### config.mk
export PLATFORM = sky130hd
export DESIGN_NAME = rv32im_dmem_arb
export DESIGN_NICKNAME = d
export VERILOG_FILES = /design/src/rtl/rv32im_dmem_arb.sv
export SDC_FILE = /design/constraint.sdc
export NUM_CORES = 1
export LEC_CHECK = 0
export CAP_MARGIN = 20
export CORE_AREA = 3 3 109 111
export CTS_BUF_LIST = sky130_fd_sc_hd__clkbuf_4
export DETAILED_ROUTE_END_ITERATION = 10
export DIE_AREA = 0 0 112 114
export SLEW_MARGIN = 25
export SYNTH_ARGS = -nofsm -noshare
export SYNTH_HDL_FRONTEND = slang
export SYNTH_SLANG_ARGS = --single-unit
### constraint.sdc
create_clock -name clk -period 4.2 [get_ports clk]
set_clock_uncertainty 0.15 [all_clocks]
set_input_delay 0.84 -clock clk [delete_from_list [all_inputs] [get_ports clk]]
set_output_delay 0.84 -clock clk [all_outputs]
set_load 0.1 [all_outputs]
### src/rtl/rv32im_dmem_arb.sv
// Two-master round-robin arbiter for the single data-memory port (LSU = master 0, debug/DMA = master 1).
// Optional BUSY watchdog enabled by defining DMEM_ARB_TIMEOUT_EN.
module rv32im_dmem_arb #(
  parameter int API_ADDR_WIDTH = 32,
  parameter int API_DATA_WIDTH = 32,
  parameter int ARB_TIMEOUT    = 255
) (
  input  logic                        clk,
  input  logic                        rst,
  input  logic [1:0]                  m2arb_req_i,
  input  logic [1:0]                  m2arb_cmd_i,
  input  logic [5:0]                  m2arb_width_i,
  input  logic [2*API_ADDR_WIDTH-1:0] m2arb_addr_i,
  input  logic [2*API_DATA_WIDTH-1:0] m2arb_wdata_i,
  output logic [1:0]                  arb2m_req_ack_o,
  output logic [API_DATA_WIDTH-1:0]   arb2m_rdata_o,
  output logic [3:0]                  arb2m_resp_o,
  output logic                        arb2dmem_req_o,
  output logic                        arb2dmem_cmd_o,
  output logic [2:0]                  arb2dmem_width_o,
  output logic [API_ADDR_WIDTH-1:0]   arb2dmem_addr_o,
  output logic [API_DATA_WIDTH-1:0]   arb2dmem_wdata_o,
  input  logic                        dmem2arb_req_ack_i,
  input  logic [API_DATA_WIDTH-1:0]   dmem2arb_rdata_i,
  input  logic [1:0]                  dmem2arb_resp_i,
  output logic                        arb_busy_o,
  output logic                        arb_owner_o
);

  localparam logic [1:0] RESP_NOTRDY = 2'b00;
  localparam logic [1:0] RESP_RDY_OK = 2'b01;
  localparam logic [1:0] RESP_RDY_ER = 2'b10;

  if (ARB_TIMEOUT < 1 || ARB_TIMEOUT > 255) begin : g_bad_timeout
    $error("ARB_TIMEOUT must be within 1..255");
  end

  typedef enum logic {IDLE, BUSY} state_e;

  state_e state_q, state_d;
  logic   owner_q, owner_d;
  logic   last_grant_q, last_grant_d;
  logic   sel, any_req, resp_done;
  logic [1:0] resp_v;

`ifdef DMEM_ARB_TIMEOUT_EN
  localparam logic [7:0] TMO = 8'(ARB_TIMEOUT);
  logic [7:0] cnt_q, cnt_d;
`endif

  assign any_req = |m2arb_req_i;
  // Tie goes to whoever did not win last; otherwise the lone requester.
  assign sel     = (m2arb_req_i[0] & m2arb_req_i[1]) ? ~last_grant_q : m2arb_req_i[1];

  assign arb2dmem_cmd_o   = m2arb_cmd_i[sel];
  assign arb2dmem_width_o = sel ? m2arb_width_i[5:3] : m2arb_width_i[2:0];
  assign arb2dmem_addr_o  = sel ? m2arb_addr_i[2*API_ADDR_WIDTH-1:API_ADDR_WIDTH]
                                : m2arb_addr_i[API_ADDR_WIDTH-1:0];
  assign arb2dmem_wdata_o = sel ? m2arb_wdata_i[2*API_DATA_WIDTH-1:API_DATA_WIDTH]
                                : m2arb_wdata_i[API_DATA_WIDTH-1:0];
  assign arb2m_rdata_o    = dmem2arb_rdata_i;
  assign arb_busy_o       = (state_q == BUSY);
  assign arb_owner_o      = owner_q;

  always_comb begin
    state_d         = state_q;
    owner_d         = owner_q;
    last_grant_d    = last_grant_q;
    arb2dmem_req_o  = 1'b0;
    arb2m_req_ack_o = 2'b00;
    arb2m_resp_o    = {RESP_NOTRDY, RESP_NOTRDY};
    resp_v          = dmem2arb_resp_i;
    resp_done       = (dmem2arb_resp_i == RESP_RDY_OK) || (dmem2arb_resp_i == RESP_RDY_ER);
`ifdef DMEM_ARB_TIMEOUT_EN
    cnt_d           = 8'd0;
    if (state_q == BUSY && !resp_done && cnt_q == TMO) begin
      resp_v    = RESP_RDY_ER;
      resp_done = 1'b1;
    end
`endif
    case (state_q)
      IDLE: begin
        arb2dmem_req_o       = any_req;
        arb2m_req_ack_o[sel] = dmem2arb_req_ack_i & any_req;
        if (dmem2arb_req_ack_i && any_req) begin
          owner_d      = sel;
          last_grant_d = sel;
          state_d      = BUSY;
        end
      end
      BUSY: begin
        if (owner_q) arb2m_resp_o[3:2] = resp_v;
        else         arb2m_resp_o[1:0] = resp_v;
`ifdef DMEM_ARB_TIMEOUT_EN
        cnt_d = cnt_q + 8'd1;
`endif
        if (resp_done) state_d = IDLE;
      end
      default: state_d = IDLE;
    endcase
  end

  always_ff @(posedge clk or negedge rst) begin
    if (!rst) begin
      state_q      <= IDLE;
      owner_q      <= 1'b0;
      last_grant_q <= 1'b1;
    end else begin
      state_q      <= state_d;
      owner_q      <= owner_d;
      last_grant_q <= last_grant_d;
    end
  end

`ifdef DMEM_ARB_TIMEOUT_EN
  always_ff @(posedge clk or negedge rst) begin
    if (!rst) cnt_q <= 8'd0;
    else      cnt_q <= cnt_d;
  end
`endif

endmodule

# Word level (Yosys, flattened, before mapping)
# Index checks and enable logic that the tools add are counted.
dict set report totals {
  inputBits 175
  romBits 0
  memories 0
  latch_bits 0
  ram_bits 0
  register_bits 3
  output_inout_bits 109
}
dict set report classes {
  mux 16
  mul 0
  n_bitwise 5
  div 0
  reduce_logical 5
  magnitude_cmp 2
  shift 0
  n_eq_ne 2
  add_sub_neg 0
}
# cell n
set ops {}
lappend ops {{$mux W32} 2}
lappend ops {{$mux W1} 7}
lappend ops {{$mux W2} 3}
lappend ops {{$mux W4} 1}
lappend ops {{$mux W3} 1}
lappend ops {{$and A1 B1 Y1} 2}
lappend ops {{$and A2 B2 Y2} 1}
lappend ops {{$eq A2 B1 Y1 const B} 1}
lappend ops {{$eq A2 B2 Y1 const B} 1}
lappend ops {{$logic_and A1 B1 Y1} 2}
lappend ops {{$lt A1 B2 Y1 const B} 1}
lappend ops {{$not A1 Y1} 2}
lappend ops {{$pmux W1 S2} 1}
lappend ops {{$reduce_and A2 Y1} 1}
lappend ops {{$reduce_or A2 Y1} 1}
lappend ops {{$demux W1 S1} 1}
lappend ops {{$ge A1 B1 Y1 const B} 1}
lappend ops {{$logic_or A1 B1 Y1} 1}

# Longest topological paths before layout
dict set report logic_depth {
  word_depth 8
  ltp_mapped 3
  depth_no_buf 2
}

# Worst setup path before layout
# OpenSTA, ideal clock, no wires.
dict set report synth_path {
  path_type {flip-flop to output port}
  from {reg state_q (netlist: arb_busy_o)}
  to {out arb2m_req_ack_o[0]}
  arrival_ps 2677
  required_ps 3210
  path_slack_ps 533
  path_buffers 1
  path_stages_with_launch 4
  cell_sequence {dfrtp_1 clkbuf_1 nand3b_1 a21oi_1}
}
dict set report synth_via {
  elab_chain_cells 1
}
# element line
set synth_lines {}
lappend synth_lines {{from (decl)} 40} ;# state_e state_q, state_d;
lappend synth_lines {{from (signal assigned)} 109} ;# state_q <= state_d;
lappend synth_lines {{$mux W2} 81} ;# case (state_q)
lappend synth_lines {{to (decl)} 15} ;# output logic [1:0] arb2m_req_ack_o,
# No other way between the ends.

# Worst setup path after layout
dict set report layout_path {
  from {in m2arb_req_i[1]}
  to {out arb2dmem_width_o[0]}
}
dict set report layout_via {
  elab_chain_cells 3
}
# element line
set layout_lines {}
lappend layout_lines {{from (decl)} 10} ;# input logic [1:0] m2arb_req_i,
lappend layout_lines {{$and A1 B1 Y1} 53} ;# assign sel = (m2arb_req_i[0] & m2arb_req_i[1]) ? ~last_grant_q : m2arb_req_i[1];
lappend layout_lines {{$mux W1 *} 53}
lappend layout_lines {{$mux W3 *} 56} ;# assign arb2dmem_width_o = sel ? m2arb_width_i[5:3] : m2arb_width_i[2:0];
lappend layout_lines {{to (decl)} 20} ;# output logic [2:0] arb2dmem_width_o,
# Mark *: on every way between the ends. The rest lies on a longest branch, timed or not.

==> qor.csv <==
stage,metric,value,unit
status,status,finished clean,
yosys,commonest cells in the netlist,"62 x mux2_2, 34 x buf_4, 6 x mux2_1, 5 x buf_6, 4 x nor2_1",
worst_setup_path,Worst Setup End Kind,primary output,
min_path,hold depth,1,
die,chip width,112,µm
sta,min Tclk post-route,3.56,ns
placement,routability cong.,0.708,
sta,Final WS setup,0.643,ns
sta,Final Cycle Share,84.7,%
final_layout,cell area after layout,4070,µm²
global_route,largest net degree at the start of global routing,71,
cts,clock sink count,3,
yosys,post-synth cell types,22,
sta,Max Transition Viols Final,0,
cts,Worst-path clk slew,0.04,ns
power,total power,0.00159,W
min_path,Hold EP,last_grant_q,
global_route,first-pass GRT wire length,11.0,mm
final_layout,# fillers,1067,
yosys,Post-synth top flop,dfrtp_1,
global_route,total track usage,10.8,%
sta,Fmax,281,MHz
min_path,hold crit path type,reg -> reg,
die,row count,38,
worst_setup_path,cells on worst reg2reg path,3,
yosys,post-synthesis cell count,132,
worst_setup_path,Startpoint Class,input pin,
cts,TritonCTS clock tree,built,
yosys,"top cells by area, synth","mux2_2 54%, buf_4 20%, mux2_1 5.2%",
worst_setup_path,"Arr. time, crit path",2.57,ns
worst_setup_path,Crit. path cell count,5,
sta,Setup Viol. Count Final,0,
worst_setup_path,FF-to-FF setup slack,2.84,ns
yosys,post-synthesis cell area,1290,µm²
global_route,GR Overflow Total,0,
placement,# port buffers,219,
final_layout,fin nets,492,
cts,CTS root buffer,clkbuf_4,
detailed_routing,first drt pass iteration count,4,
detailed_routing,Routed Antenna Nets,0,
sta,Fin. Hold Viols,0,
min_path,HP Start,last_grant_q,
yosys,Synth Register Bits,3,
cts,CTS Hold Bufs,0,
die,IO Pins,284,
detailed_routing,DR WL/cell,16.5,µm
worst_setup_path,Crit Reg-Reg Startpoint,last_grant_q,
final_layout,diodes inserted,0,
global_route,initial antenna violation count,0,
detailed_routing,Post-Route WL,7.51,mm
worst_setup_path,RR Endpoint,arb_owner_o,
cts,Resized cells post-CTS,0,
sta,setup TNS,0,ns
power,Power per Cell Area,390,nW/µm²
sta,RSZ-0062 raised after global routing,false,
worst_setup_path,CP bufs+invs,3,
worst_setup_path,cell family with most CP delay,buffers and inverters,
placement,dpl cell area,4040,µm²
worst_setup_path,critical path type,in -> out,
yosys,Ys Warns,0,
worst_setup_path,slowest CP cell,clkdlybuf4s50_1,
worst_setup_path,"most used cell, CP",buf_12,
cts,Post-CTS Setup Inserts,0,
yosys,syn_nets,307,
yosys,Synth top area share,54.0,%
worst_setup_path,CP Data Required Time,3.21,ns
power,P_leak,1.63,nW
yosys,dominant cell type by area after synthesis,mux2_2,
yosys,"EDFF count, synth",0,
final_layout,layout cell share with drive strength beyond 1,45.6,%
cts,clk_lat worst skew,0.23,ns
placement,DP Wirelength,6.52,mm
yosys,"count leader, synth",mux2_2,
worst_setup_path,Worst path max stage delay,0.53,ns
detailed_routing,number of remaining DRC errors,0,
worst_setup_path,worst path cell trace,clkdlybuf4s50_1 > a21boi_4 > buf_12 > mux2_2 > buf_12,
die,Initial Util,11.9,%
final_layout,Layout area overhead,215,%
yosys,sequential area share after synthesis,5.90,%
cts,clock buffer depth,2,
die,Core ar.,10900,µm²
yosys,synthesized area per cell,9.80,µm²
job,max_cap viols,0,
sta,Worst Tran Pin Value,0.962,ns
cts,H-tree depth,1,
detailed_routing,Via density,3.79,
detailed_routing,via count,1729,
sta,Slew HR,35.6,%
cts,cts bufs inserted,3,
die,Die ar.,12800,µm²
placement,DP Worst Slack,0.607,ns
die,Die Ht,114,µm
yosys,Async SR Flop Fraction,100,%
power,Peak supply drop,235,µV
worst_setup_path,CP Max Fanout,70,
detailed_routing,Initial DRC Count,51,
global_route,vias in the first global route,1902,
[cells in the final DEF (no fill, tap or decap)]
master | netlist | routed
o2bb2ai_1 | 1 | 1
and3_1 | 2 | 2
clkdlybuf4s50_1 | 0 | 144
dfstp_2 | 1 | 1
a21oi_1 | 1 | 1
buf_12 | 0 | 70
o22a_1 | 1 | 1
nor2_1 | 4 | 4
inv_1 | 1 | 1
and2_1 | 1 | 1
mux2_2 | 62 | 62
nor2b_1 | 1 | 1
nand2_1 | 3 | 3
xnor2_1 | 1 | 1
nand2b_1 | 1 | 1
nand3b_1 | 1 | 1
dfrtp_1 | 2 | 2
clkbuf_4 | 0 | 4
a21boi_4 | 1 | 1
a22o_1 | 1 | 1
mux2_1 | 6 | 6
buf_4 | 34 | 6
and3b_1 | 1 | 1
[worst reg2reg max path, delay by kind of cell, from the launching register on]
kind                   cells  cell delay (ns)
buffers and inverters      1             0.23
AO/OA/AOI/OAI              2             0.30
flip-flops                 1             0.57
[report_power, final]
| group | internal [W] | switching (W) |
|---|---|---|
| Sequential | 0.0000416 | 0.0000164 |
| Clock | 0.0000421 | 0.0000155 |
| Combinational | 0.000563 | 0.000907 |
| Total | 0.000647 | 0.000939 |
[sequential cells by signal (all words and copies together), names as in the netlist]
register,flops
last_grant_q,1
arb_owner_o,1
arb_busy_o,1
[cells by family (layout without fill, tap and decap cells)]
kind of cell           after synthesis  in the layout  share of synthesized area, %
multiplexers                        68             68                          59.2
buffers and inverters               41            225                          24.7
AND/OR/NAND/NOR                     14             14                          5.71
AO/OA/AOI/OAI                        5              5                          3.87
flip-flops                           3              3                          5.90
XOR/XNOR                             1              1                         0.677
[per-stage QoR]
stage | instances | hold WS [ns] | util [%]
floorplan | 132 | 0.379 | -
global route | 456 | 0.412 | 37.4
global placement | 452 | 0.392 | 37.1
detailed placement | 452 | 0.397 | 37.1
finish | 456 | 0.399 | 37.4
CTS | 456 | 0.402 | 37.4
[area by class of cell]
| type | instances | area, µm² | area share (%) |
|---|---|---|---|
| flip-flops and latches | 3 | 76.3 | 1.87 |
| clock buffers | 4 | 30.0 | 0.738 |
| multi-input cells | 88 | 898 | 22.1 |
| repair buffers | 220 | 2890 | 70.9 |
| inverters | 1 | 3.75 | 0.0922 |
| well taps | 140 | 175 | 4.30 |
[worst max path at each step]
stage,to,slack (ns),startpoint
finish,arb2dmem_width_o[0],0.64,m2arb_req_i[1]
global route,arb2dmem_width_o[0],0.55,m2arb_req_i[1]
CTS,arb2dmem_width_o[0],0.60,m2arb_req_i[1]
detailed placement,arb2dmem_width_o[0],0.61,m2arb_req_i[1]
global placement,arb2dmem_width_o[0],0.60,m2arb_req_i[1]
floorplan,arb2m_req_ack_o[0],0.53,arb_busy_o
[routing by layer]
metal | routed length (µm) | global-route usage [%]
met1 | 2410 | 10.8
met2 | 4000 | 20.5
met3 | 990 | 4.77
met4 | 106 | 2.96
met5 | 0 | 0
Note: power is estimated with default switching activity, not from simulation.
==> patch 1, RTL diff (same flow settings) <==
Build with the macro `DMEM_ARB_TIMEOUT_EN` defined.
--- a/src/rtl/rv32im_dmem_arb.sv
+++ b/src/rtl/rv32im_dmem_arb.sv
@@ -1,5 +1,7 @@
 // Two-master round-robin arbiter for the single data-memory port (LSU = master 0, debug/DMA = master 1).
 // Optional BUSY watchdog enabled by defining DMEM_ARB_TIMEOUT_EN.
+`define DMEM_ARB_TIMEOUT_EN
+
 module rv32im_dmem_arb #(
   parameter int API_ADDR_WIDTH = 32,
   parameter int API_DATA_WIDTH = 32,
Check against the original RTL: same outputs for any inputs over 10 cycles, from zero or initial values and one cycle with rst low; that may be too few to reach the edited logic, so the function may still have changed.
==> patch 1 against the unedited design <==
- via count is 14% higher
- highest routed layer unchanged
- wire length is 9.0% higher
- final area is 9.4% higher
- setup slack worse by 0.081 ns
- sequential cell count is 8 higher
- area after synthesis is 28% higher
- die area stayed put
- power is 4.0% lower
==> patch 1: results (changes against the unedited design) <==
status -> completed
Reg power frac -> 0.091 (+0.054)
Cells after DPL -> 491 (+8.6%)
iteration count of the initial detailed-routing pass -> 5 (+1)
DP Worst Slack -> 0.518 ns (-0.0881 ns)
Vias -> 1965 (+14%)
Least-Margin Pin Slew -> 0.969 ns (+0.00715 ns)
critical path's largest stage delay -> 0.51 ns (-0.02 ns)
xor and xnor area share after synthesis -> 0.0211 (+0.0143)
Seq group -> 0.139 mW (+140%)
1st-iter DRT viols -> 31 (-39%)
Layout Nets -> 532 (+8.1%)
Synth cell types -> 32 (+45%)
internal power -> 0.671 mW (+3.7%)
Critical Path Sink -> arb2dmem_wdata_o[7]
Max IR drop VDD -> 345 µV (+47%)
largest net degree at the start of global routing -> 21 (-70%)
CP max stage cell -> a21boi_4
Worst Min Path Start -> cnt_q[0]
gr usage total -> 0.118 (+0.00971)
Synth Area in Compound Gates -> 0.0437 (+0.00499)
R2R Setup Slk -> 2.60 ns (-0.24 ns)
mux cell area share after synthesis -> 0.473 (-0.119)
top post-synthesis cells by count -> 63 x mux2_2, 35 x buf_4, 10 x dfrtp_1, 8 x nand2_1, 5 x mux2_1
Synth Area in Adders -> 0.00753 (+0.00753)
==> patch 1: critical path, delay by kind of cell <==
kind	cells	cell delay, ns
buffers and inverters	3	0.89
AOI/OAI and AO/OA	1	0.51
muxes	1	0.39
==> patch 1: kinds of logic after synthesis <==
kind of cell | count (synthesis)
AOI/OAI and AO/OA | 8
xor gates and xnor gates | 4
adders and majority gates | 1
buffers and inverters | 41
DFF | 11
muxes | 70
and+or+nand+nor | 29
==> patch 1: cell type report <==
cell class | count | area [µm²]
tap | 140 | 175
sequential | 11 | 277
fill | 1043 | 6430
multi-input combinational | 112 | 1080
timing repair buffer | 227 | 2890
inverter | 1 | 3.75
clock buffer | 4 | 30.0
==> patch 1: routing by layer <==
metal	track usage	vias to the layer above	wire [µm]
li1	-	933	-
met1	0.137	896	3080
met2	0.223	130	4250
met3	0.0329	6	810
met4	0.0128	0	41
met5	0	-	0
==> patch 2, RTL diff (config.mk and constraints unchanged) <==
Made on the original files. Change the parameter `API_ADDR_WIDTH` from 32 to 16.
--- a/src/rtl/rv32im_dmem_arb.sv
+++ b/src/rtl/rv32im_dmem_arb.sv
@@ -1,7 +1,7 @@
 // Two-master round-robin arbiter for the single data-memory port (LSU = master 0, debug/DMA = master 1).
 // Optional BUSY watchdog enabled by defining DMEM_ARB_TIMEOUT_EN.
 module rv32im_dmem_arb #(
-  parameter int API_ADDR_WIDTH = 32,
+  parameter int API_ADDR_WIDTH = 16,
   parameter int API_DATA_WIDTH = 32,
   parameter int ARB_TIMEOUT    = 255
 ) (
Ports: changed (resized arb2dmem_addr_o and m2arb_addr_i); port bits go from 284 to 236. No check against the original RTL was run, so the function may have changed too.
==> patch 2 against the unedited design <==
- sequential cell count unchanged
- fmax down 0.75%
- utilization down 5.9 points
- wire length down 21%
- final area down 16%
- synthesized cell count down 13%
- power down 16%
- first-iteration DRC count up 37%
- area after synthesis up 2.6%
- die area unchanged
- setup slack worse by 0.027 ns
- critical path type unchanged
- critical endpoint is now arb2dmem_cmd_o
- highest routed layer is now met3
==> patch 2: results (changes against the unedited design) <==
status -> completed
M2 GR Usage -> 0.156 (-0.0492)
uppermost layer routed -> met3
Synth cell types -> 23 (+4.5%)
DP Area -> 3400 µm² (-16%)
Synth Net Count -> 258 (-16%)
met3 wire length -> 587 µm (-41%)
largest net degree at the start of global routing -> 55 (-23%)
Syn Area/Cell -> 11.5 µm² (+18%)
met1 usage -> 0.0995 (-0.00835)
mean routed wirelength per cell -> 15.1 µm (-8.4%)
port buffer count -> 171 (-22%)
GP Congestion -> 0.837 (+18%)
Rel. slew slack -> 0.347 (-0.00934)
DP Wirelength -> 5110 µm (-22%)
Avg Vias per Cell -> 3.55 (-6.5%)
share of cells above drive strength 1 -> 0.472 (+0.0165)
Worst EP arrival -> 2.59 ns (+0.02 ns)
Max IR drop VDD -> 221 µV (-6.3%)
Detailed Route WL -> 5910 µm (-21%)
top post-synthesis cells by count -> 48 x mux2_4, 32 x buf_4, 5 x buf_12, 4 x mux2_2, 4 x nor2_1
leak pwr -> 1.48 nW (-9.0%)
1st-iter DRT viols -> 70 (+37%)
Layout Nets -> 396 (-20%)
vias in the first global route -> 1466 (-23%)
R2R Setup Slk -> 2.86 ns (+0.02 ns)
largest cells by area after synthesis -> mux2_4 54%, buf_4 18%, buf_12 7.5%
[patch 2: cell type report]
class                   instances  area (µm²)
multi-input cells              72         900
flip-flops and latches          3        76.3
well taps                     140         175
fillers                      1082        7460
repair buffers                172        2250
clock buffers                   4        30.0
inverters                       1        3.75
[patch 2: where the power goes]
| part | switching [mW] | internal (mW) | leakage [nW] |
|---|---|---|---|
| Combinational | 0.732 | 0.484 | 1.43 |
| Sequential | 0.0168 | 0.0416 | 0.0348 |
| Clock | 0.0170 | 0.0422 | 0.0184 |
| Total | 0.766 | 0.567 | 1.48 |
[patch 2: stage by stage]
stage	setup slack (ns)	util	hold slack, ns
floorplan	0.534	-	0.368
global placement	0.679	0.312	0.390
detailed placement	0.641	0.312	0.395
CTS	0.643	0.315	0.401
global route	0.581	0.315	0.426
finish	0.616	0.315	0.399
[patch 2: worst max path at each step]
stage              startpoint              endpoint  slack (ns)  cells after the start
5_1_grt        m2arb_req_i[1]        arb2dmem_cmd_o        0.58                      5
6_report       m2arb_req_i[1]        arb2dmem_cmd_o        0.62                      5
4_1_cts        m2arb_req_i[1]        arb2dmem_cmd_o        0.64                      5
2_1_floorplan      arb_busy_o    arb2m_req_ack_o[0]        0.53                      3
3_5_place_dp   m2arb_req_i[1]  arb2dmem_wdata_o[31]        0.64                      5
3_3_place_gp   m2arb_req_i[1]   arb2dmem_addr_o[15]        0.68                      5
[patch 2: kinds of logic after synthesis]
kind of cell | count (synthesis) | share of synthesized area
multiplexers | 52 | 0.577
buffers and inverters | 40 | 0.270
AND/OR/NAND/NOR | 14 | 0.0566
AO/OA/AOI/OAI | 5 | 0.0320
flip-flops | 3 | 0.0575
XOR/XNOR | 1 | 0.00660
